[src/rtl/neuron_pkg.sv]
// neuron_pkg: shared widths, entry record and FSM state type for neuron_feeder.
package neuron_pkg;
    localparam int DATA_W = 8;
    localparam int Y_W = 18;
    typedef struct packed {
        logic signed [DATA_W-1:0] x;
        logic signed [DATA_W-1:0] w;
        logic signed [DATA_W-1:0] bias;
    } entry_t;
    typedef enum logic [1:0] {IDLE, CLEAR, HOLD, EMIT} state_t;
endpackage

[src/rtl/neuron_feeder_buf.sv]
// neuron_feeder_buf: DEPTH-entry operand store, one write port, asynchronous read port.
module neuron_feeder_buf
    import neuron_pkg::*;
#(
    parameter int DEPTH = 8,
    parameter int AW = (DEPTH > 1) ? $clog2(DEPTH) : 1
) (
    input  logic          clk,
    input  logic          we_i,
    input  logic [AW-1:0] waddr_i,
    input  entry_t        wdata_i,
    input  logic [AW-1:0] raddr_i,
    output entry_t        rdata_o
);
    entry_t mem [DEPTH];
    always_ff @(posedge clk)
        if (we_i) mem[waddr_i] <= wdata_i;
    assign rdata_o = mem[raddr_i];
endmodule

[src/rtl/neuron_feeder.sv]
// neuron_feeder: buffers (x, w, bias) entries and feeds them one at a time to a neuron, streaming results.
// Define NEURON_FEEDER_CLR_EN to pulse the neuron reset (CLEAR state) before every entry.
module neuron_feeder
    import neuron_pkg::*;
#(
    parameter int DEPTH = 8,
    parameter int LATENCY = 7
) (
    input  logic                     clk,
    input  logic                     rst_n,
    input  logic                     in_valid,
    output logic                     in_ready,
    input  logic signed [DATA_W-1:0] in_x,
    input  logic signed [DATA_W-1:0] in_w,
    input  logic signed [DATA_W-1:0] in_bias,
    input  logic                     start,
    output logic                     busy,
    output logic                     done,
    output logic signed [DATA_W-1:0] nrn_x,
    output logic signed [DATA_W-1:0] nrn_w,
    output logic signed [DATA_W-1:0] nrn_bias,
    output logic                     nrn_rst_n,
    input  logic signed [Y_W-1:0]    nrn_y,
    output logic                     res_valid,
    input  logic                     res_ready,
    output logic signed [Y_W-1:0]    res_y
);
    localparam int AW = (DEPTH > 1) ? $clog2(DEPTH) : 1;
    localparam int CW = $clog2(DEPTH + 1);
    localparam int HW = (LATENCY > 1) ? $clog2(LATENCY) : 1;
`ifdef NEURON_FEEDER_CLR_EN
    localparam state_t FIRST = CLEAR;
    assign nrn_rst_n = rst_n && state_q != CLEAR;
`else
    localparam state_t FIRST = HOLD;
    assign nrn_rst_n = rst_n;
`endif

    state_t                  state_q, state_d;
    logic [CW-1:0]           count_q, count_d;
    logic [AW-1:0]           rd_q, rd_d;
    logic [HW-1:0]           hold_q, hold_d;
    entry_t                  nrn_q, nrn_d, rd_entry;
    logic signed [Y_W-1:0]   res_y_q, res_y_d;
    logic                    done_q, done_d;
    logic                    we, last, load;

    neuron_feeder_buf #(.DEPTH(DEPTH), .AW(AW)) u_buf (
        .clk     (clk),
        .we_i    (we),
        .waddr_i (AW'(count_q)),
        .wdata_i ('{x: in_x, w: in_w, bias: in_bias}),
        .raddr_i (rd_d),
        .rdata_o (rd_entry)
    );

    assign in_ready  = state_q == IDLE && count_q < CW'(DEPTH);
    assign we        = in_valid && in_ready;
    assign last      = CW'(rd_q) + CW'(1) == count_q;
    assign busy      = state_q != IDLE;
    assign res_valid = state_q == EMIT;
    assign done      = done_q;
    assign res_y     = res_y_q;
    assign nrn_x     = nrn_q.x;
    assign nrn_w     = nrn_q.w;
    assign nrn_bias  = nrn_q.bias;
    // Operands latch only when a new entry starts, so EMIT stalls leave the neuron untouched.
    assign load  = (state_d == CLEAR || state_d == HOLD) && (state_q == IDLE || state_q == EMIT);
    assign nrn_d = load ? rd_entry : nrn_q;

    always_comb begin
        state_d = state_q;
        count_d = count_q;
        rd_d    = rd_q;
        hold_d  = hold_q;
        res_y_d = res_y_q;
        done_d  = 1'b0;
        case (state_q)
            IDLE: begin
                count_d = we ? count_q + CW'(1) : count_q;
                if (start && count_q != '0) begin
                    rd_d    = '0;
                    state_d = FIRST;
                end
            end
            CLEAR: state_d = HOLD;
            HOLD: begin
                hold_d = hold_q + HW'(1);
                if (hold_q == HW'(LATENCY - 1)) begin
                    hold_d  = '0;
                    res_y_d = nrn_y;
                    state_d = EMIT;
                end
            end
            EMIT: begin
                if (res_ready) begin
                    state_d = last ? IDLE : FIRST;
                    rd_d    = last ? '0 : rd_q + AW'(1);
                    count_d = last ? '0 : count_q;
                    done_d  = last;
                end
            end
            default: state_d = IDLE;
        endcase
    end

    always_ff @(posedge clk or negedge rst_n) begin
        if (!rst_n) begin
            state_q <= IDLE;
            count_q <= '0;
            rd_q    <= '0;
            hold_q  <= '0;
            nrn_q   <= '0;
            res_y_q <= '0;
            done_q  <= 1'b0;
        end else begin
            state_q <= state_d;
            count_q <= count_d;
            rd_q    <= rd_d;
            hold_q  <= hold_d;
            nrn_q   <= nrn_d;
            res_y_q <= res_y_d;
            done_q  <= done_d;
        end
    end
endmodule

[config.mk]
export PLATFORM = sky130hd
export DESIGN_NAME = neuron_feeder
export DESIGN_NICKNAME = d
export VERILOG_FILES = /design/src/rtl/neuron_pkg.sv /design/src/rtl/neuron_feeder_buf.sv /design/src/rtl/neuron_feeder.sv
export SDC_FILE = /design/constraint.sdc
export NUM_CORES = 1
export LEC_CHECK = 0
export ABC_AREA = 1
export CAP_MARGIN = 20
export CORE_ASPECT_RATIO = 2
export CORE_UTILIZATION = 60
export CTS_BUF_LIST = sky130_fd_sc_hd__clkbuf_8 sky130_fd_sc_hd__clkbuf_16
export CTS_CLUSTER_SIZE = 24
export DETAILED_ROUTE_END_ITERATION = 8
export HOLD_SLACK_MARGIN = 0.12
export PLACE_DENSITY = 0.82
export SLEW_MARGIN = 20
export SYNTH_ARGS = -nofsm -noshare
export SYNTH_HDL_FRONTEND = slang
export SYNTH_SLANG_ARGS = --single-unit
[constraint.sdc]
create_clock -name clk -period 5.2 [get_ports clk]
set_input_delay 1.04 -clock clk [delete_from_list [all_inputs] [get_ports clk]]
set_output_delay 1.04 -clock clk [all_outputs]
set_load 0.05 [all_outputs]
== After elaboration in Yosys (flattened, before gate mapping) ==
Memories as Yosys holds them, arrays and structs flattened. A register that Yosys moved wholly into a read port is not among the register bits.
Index checks and enable logic that the tools add are counted.

* Flip-flop bits (word level): 31
* Bits in writable memories: 192
* Input port bits: 47
* Output and inout bits: 47
* Logic and storage cells: 53
* Memories kept: 1

{| class="wikitable"
|+ Memory list
! name !! depth !! width !! rd ports !! clocked after Yosys merged registers in !! write ports !! line !! text
|-
| u_buf.mem || 8 || 24 || 1 || 1 || 1 || neuron_feeder_buf.sv:15 || <nowiki>entry_t mem [DEPTH];</nowiki>
|}

* $add $sub $neg: 4
* $lt $le $gt $ge: 1
* Equal/unequal tests: 10
* Multiplexer cells: 18
* Reductions and logical operators: 13

{| class="wikitable"
|+ Operators with widths
! operator !! number
|-
| $mux W3 || 4
|-
| $mux W4 || 3
|-
| $mux W2 || 4
|-
| $pmux W2 S4 || 1
|-
| $pmux W4 S2 || 1
|-
| $add A3 B1 Y3 const B || 2
|-
| $eq A2 B2 Y1 const B || 3
|-
| $pmux W3 S2 || 1
|-
| $add A3 B1 Y4 const B || 1
|-
| $add A4 B1 Y4 const B || 1
|-
| $eq A2 B1 Y1 const B || 2
|-
| $eq A4 B4 Y1 || 1
|-
| $logic_and A1 B1 Y1 || 4
|-
| $lt A4 B4 Y1 const B || 1
|-
| $mux W1 || 4
|-
| $ne A2 B1 Y1 const B || 2
|-
| $reduce_and A4 Y1 || 1
|-
| $reduce_bool A2 Y1 || 2
|-
| $reduce_bool A4 Y1 || 1
|-
| $eq A3 B3 Y1 const B || 1
|-
| $logic_not A2 Y1 || 1
|-
| $logic_or A1 B1 Y1 || 2
|-
| $ne A2 B2 Y1 const B || 1
|-
| $reduce_and A2 Y1 || 1
|-
| $logic_not A1 Y1 || 1
|}

== Longest topological paths before layout ==
* Depth in word-level cells: 8
* Gate-level depth with buffers: 16
* Mapped depth without buffers: 15

== Cells and area by module ==
Synthesis repeated with hierarchy kept, for this count alone.

* Cell total of the unflattened synthesis: 1142
* Area total of the unflattened synthesis: 10953.0 um^2

{| class="wikitable"
|+ By module, submodules not included
! module !! times used !! cells an instance !! area an instance (um^2) !! sequential area each (um^2)
|-
| neuron_feeder_buf || 1 || 848 || 8425.6 || 5765.5
|-
| neuron_feeder || 1 || 294 || 2527.4 || 1376.3
|}

== Worst setup path after synthesis ==
No wires, ideal clock.

* Kind: flip-flop to flip-flop
* Start: reg state_q[0]
* End: mem u_buf.mem[0][0] in the netlist's numbering, enable pin
* Library setup time: 405 ps
* Data arrival time: 3086 ps
* Data required time: 4795 ps
* Path slack: 1710 ps
* Cell stages (with the launch flop): 9
* Path buffers: 0
* Clock period less this slack: 3490 ps
* Path through: dfrtp_1 > inv_1 > ha_1 > inv_1 > nor2_1 > nand2_1 > inv_1 > nand2_1 > nor2_1

* Cells in the longest elaborated chain, start to end: 5

{| class="wikitable"
|+ RTL lines
! what !! line !! text
|-
| start: declaration || neuron_feeder.sv:39 || <nowiki>state_t state_q, state_d;</nowiki>
|-
| start signal: assignment || neuron_feeder.sv:117 || <nowiki>state_q <= state_d;</nowiki>
|-
| $logic_not A2 Y1 || neuron_feeder.sv:57 || <nowiki>assign in_ready = state_q == IDLE && count_q < CW'(DEPTH);</nowiki>
|-
| $logic_and A1 B1 Y1 || neuron_feeder.sv:57 ||
|-
| net in_ready || neuron_feeder.sv:12 || <nowiki>output logic in_ready,</nowiki>
|-
| $logic_and A1 B1 Y1 || neuron_feeder.sv:58 || <nowiki>assign we = in_valid && in_ready;</nowiki>
|-
| $mux W1 || neuron_feeder_buf.sv:17 || <nowiki>if (we_i) mem[waddr_i] <= wdata_i;</nowiki>
|-
| $mux W1 (implied by the code) || neuron_feeder_buf.sv:17 ||
|-
| end: declaration || neuron_feeder_buf.sv:15 ||
|}

The timed path passes the listed nets, and every way through them passes these cells.

== Worst setup path in the final report ==
* Start: reg state_q[0]
* End: out in_ready

* Cells in the longest elaborated chain, start to end: 2

{| class="wikitable"
|+ RTL lines
! what !! line
|-
| $logic_not A2 Y1 || neuron_feeder.sv:57
|-
| $logic_and A1 B1 Y1 || neuron_feeder.sv:57
|-
| end: declaration || neuron_feeder.sv:12
|}

Every way passes these cells.

==> metrics.json <==
{
  "outcome": {
    "run_status": "complete, no violations"
  },
  "clock_network": {
    "cts_hold_buffers": 0,
    "numClockSinks": 247,
    "cts_buffers": 22,
    "cts-root-to-sink-buffers": 3,
    "cts_tree": "built",
    "worst_skew_pair.late_latency_ns": 0.51,
    "htreeDepth": 1,
    "clk_pin_slew_worst_paths_ns": 0.06,
    "cts_root_buf": "clkbuf_16",
    "post_cts_resized": 0,
    "cts_setup_buffers": 0
  },
  "synthesis": {
    "synth_enable_flop_cells": 192,
    "synth_top_cell_by_area": "edfxtp_1",
    "ys_top_cells_by_count": "nand3_1 (249), edfxtp_1 (192), inv_1 (183), nand2_1 (182), dfrtp_1 (55)",
    "yosys.cell_count.top_type": "nand3_1",
    "largest_family_of_logic_cells_by_synthesized_area": "simple AND/OR/NAND/NOR gates",
    "syn_area_per_cell_um2": 10.7,
    "post_synth_inst_count": 1019,
    "yosysSeqAreaShare_pct": 65.8,
    "yosys_warnings": 0,
    "synth_fa_ha_area_share_pct": 0.691,
    "synth-simple-area-share_pct": 21.3,
    "netlist_area_um2": 10900,
    "synthesized_flop_and_latch_total": 247,
    "most_used_flip_flop_cell_after_synthesis": "edfxtp_1",
    "async_reset_ff_share_pct": 22.3,
    "post_synth_main_area_contributors": "edfxtp_1 (53%), dfrtp_1 (13%), nand3_1 (11%)",
    "synthDistinctLibCells": 32,
    "xor_xnor_share_of_the_synthesized_area_pct": 0,
    "muxShareOfSynthArea_pct": 1.87,
    "synth_top_area_share_pct": 53.1,
    "synth-compound-area-share_pct": 0.980,
    "syn_nets": 1072
  },
  "global_routing": {
    "grt_usage_pct": 25.8,
    "first_global_vias": 7369,
    "grt_remaining_overflow": 0,
    "maximum_number_of_pins_on_one_net_before_global_route_repair": 98,
    "antenna_found_initial": 0,
    "first_pass_grt_wire_length_um": 37200
  },
  "drt": {
    "finalWirelength_um": 23900,
    "post_drt_via_cell_ratio": 5.71,
    "drtIter0Drc": 612,
    "detail_route.wl_per_cell_um": 18.0,
    "number_of_detailed_route_iterations_in_the_first_pass": 5,
    "remaining_drc_errors": 0,
    "postRouteAntennaNets": 0,
    "num_vias": 7580
  },
  "sta": {
    "fin_tns_setup_ns": 0,
    "setup_violations": 0,
    "finClkSkew_ns": 0.0124,
    "report.final.hold_viol_count": 0,
    "finalCriticalPeriod_ns": 3.46,
    "grt_setup_unrepaired": "false",
    "number_of_max_slew_violations_in_the_final_report": 0,
    "max_slew.worst_pin.slew_ns": 1.07,
    "fmax_mhz": 289,
    "timing.final.crit_share_pct": 66.6,
    "slew_headroom_pct": 28.7
  },
  "floorplan": {
    "placeableCoreArea_um2": 17700,
    "io_pins": 94,
    "initial_cell_density_of_the_core_pct": 61.3,
    "die_w_um": 97.1,
    "die-area_um2": 18700,
    "die_height_um": 192,
    "floorplan.rows": 69
  },
  "min_path": {
    "worstHoldPathType": "flip-flop to flip-flop",
    "min_from": "nrn_w[1]$_DFFE_PN0P_"
  },
  "worst_setup_path": {
    "critical_path.most_common_cell": "inv_1",
    "critPathArrivalTime_ns": 2.42,
    "timing.critical_path.from_type": "flip-flop",
    "worst_r2r_startpoint": "rd_q[1]$_DFF_PN0_",
    "peak_fanout_along_the_critical_path": 5,
    "cp_buf_inv_count": 3,
    "cp_cell_sequence": "inv_1 > ha_1 > inv_1 > nor2_1 > clkdlybuf4s50_1",
    "worst_endpoint_required_time_ns": 4.16,
    "cp-startpoint": "state_q[0]$_DFF_PN0_",
    "slowest_delay_ns": 0.82,
    "slowest_stage": "clkdlybuf4s50_1",
    "setup.worst_path.class": "flip-flop to output port",
    "critical-path-top-delay-family": "buffers and inverters",
    "cp-end-kind": "output port"
  },
  "pwr": {
    "power.static_leakage_nw": 5.31,
    "fin_total_pwr_mw": 6.25,
    "pwr_density_cell_nw_per_um2": 497,
    "vdd_ir_drop_max_v": 0.000347
  },
  "place": {
    "dp_hpwl_um": 13400,
    "place.port_buffers": 93,
    "final_estimated_routing_congestion_in_global_placement": 0.887
  },
  "cells_and_area": {
    "finalNetCount": 1151,
    "antenna_cells": 0,
    "seqCellArea_um2": 7140,
    "layout-drive-gt1-share_pct": 8.26,
    "multi_input_comb_area_um2": 2720,
    "flow.area_growth_from_synthesis_pct": 15.8,
    "nFillCells": 1272
  },
  "job": {
    "drv_cap": 0
  }
}
registers in the layout (all words and copies together) (netlist names):
| register | cells |
|---|---|
| nrn_w | 8 |
| nrn_bias | 8 |
| u_buf.mem | 192 |
| count_q | 4 |
| hold_q | 3 |
| done | 1 |
| res_y | 18 |
| state_q | 2 |
| nrn_x | 8 |
| rd_q | 3 |
per-stage QoR:
step	area, um^2	worst slack, ns	hold slack, ns	utilization (%)	instances
finish	12600	1.74	0.484	71.0	1327
global route	12600	1.62	0.514	71.0	1327
CTS	12600	1.70	0.492	71.0	1327
detailed placement	11900	1.57	0.475	67.1	1287
global placement	11900	1.69	0.464	67.1	1287
floorplan	10900	1.71	0.508	-	1019
final cells by class:
class	instances	share of cell area, %
flip-flops and latches	247	56.8
multi-input cells	530	21.6
repair buffers	106	8.14
inverters	191	5.72
clock buffers	24	4.69
well taps	213	2.12
clock inverters	16	0.886
per-layer routing:
layer  global-route usage, %  share of wire [%]  vias up
met2                    49.2                 55      334
met3                    2.80                6.1       77
met1                    28.3                 35     3639
met5                       0                  0        -
met4                    12.2                4.0        0
li1                        -                  -     3530
logic make-up after synthesis:
family,after synthesis
and+or+nand+nor,486
buffers and inverters,242
muxes,18
adders and majority gates,6
DFF,247
AOI/OAI and AO/OA,20
worst register-to-register path, delay by kind of cell, from the launching register on:
kind	cells	cell delay [ns]
buffers and inverters	2	0.81
and+or+nand+nor	10	1.20
adders and majority gates	1	0.37
DFF	1	0.47
worst paths after layout:
kind	endpoint	slack, ns	depth (start not counted)
min in group asynchronous	nrn_w[7]$_DFFE_PN0P_	0.71	2
worst min-delay path	nrn_w[1]$_DFFE_PN0P_	0.48	2
worst max register to register	nrn_bias[6]$_DFFE_PN0P_	2.23	13
worst max-delay path	in_ready	1.74	5
worst min register to register	nrn_w[1]$_DFFE_PN0P_	0.48	2
max in group asynchronous	res_y[8]$_DFFE_PN0P_	3.98	2
power by group:
part	switching (mW)	internal (mW)	total [mW]
combinational	1.53	0.707	2.23
sequential	0.131	2.32	2.45
clock	0.696	0.870	1.57
total	2.35	3.90	6.25
cells in the final DEF (no fill, tap or decap), drive strengths merged:
master / netlist / routed
a21oi: 8 / 8
a31oi: 1 / 1
buf: 48 / 14
bufinv: 0 / 1
clkbuf: 3 / 24
clkdlybuf4s50: 0 / 92
clkinv: 0 / 7
clkinvlp: 0 / 2
dfrtp: 55 / 55
edfxtp: 192 / 192
ha: 6 / 6
inv: 191 / 197
mux2: 18 / 18
nand2: 188 / 188
nand3: 250 / 250
nand3b: 24 / 24
nand4: 3 / 3
nor2: 16 / 16
nor3: 4 / 4
o211ai: 1 / 1
o21a: 1 / 1
o21ai: 9 / 9
or2: 1 / 1
Note: power is estimated with default switching activity, not from simulation.
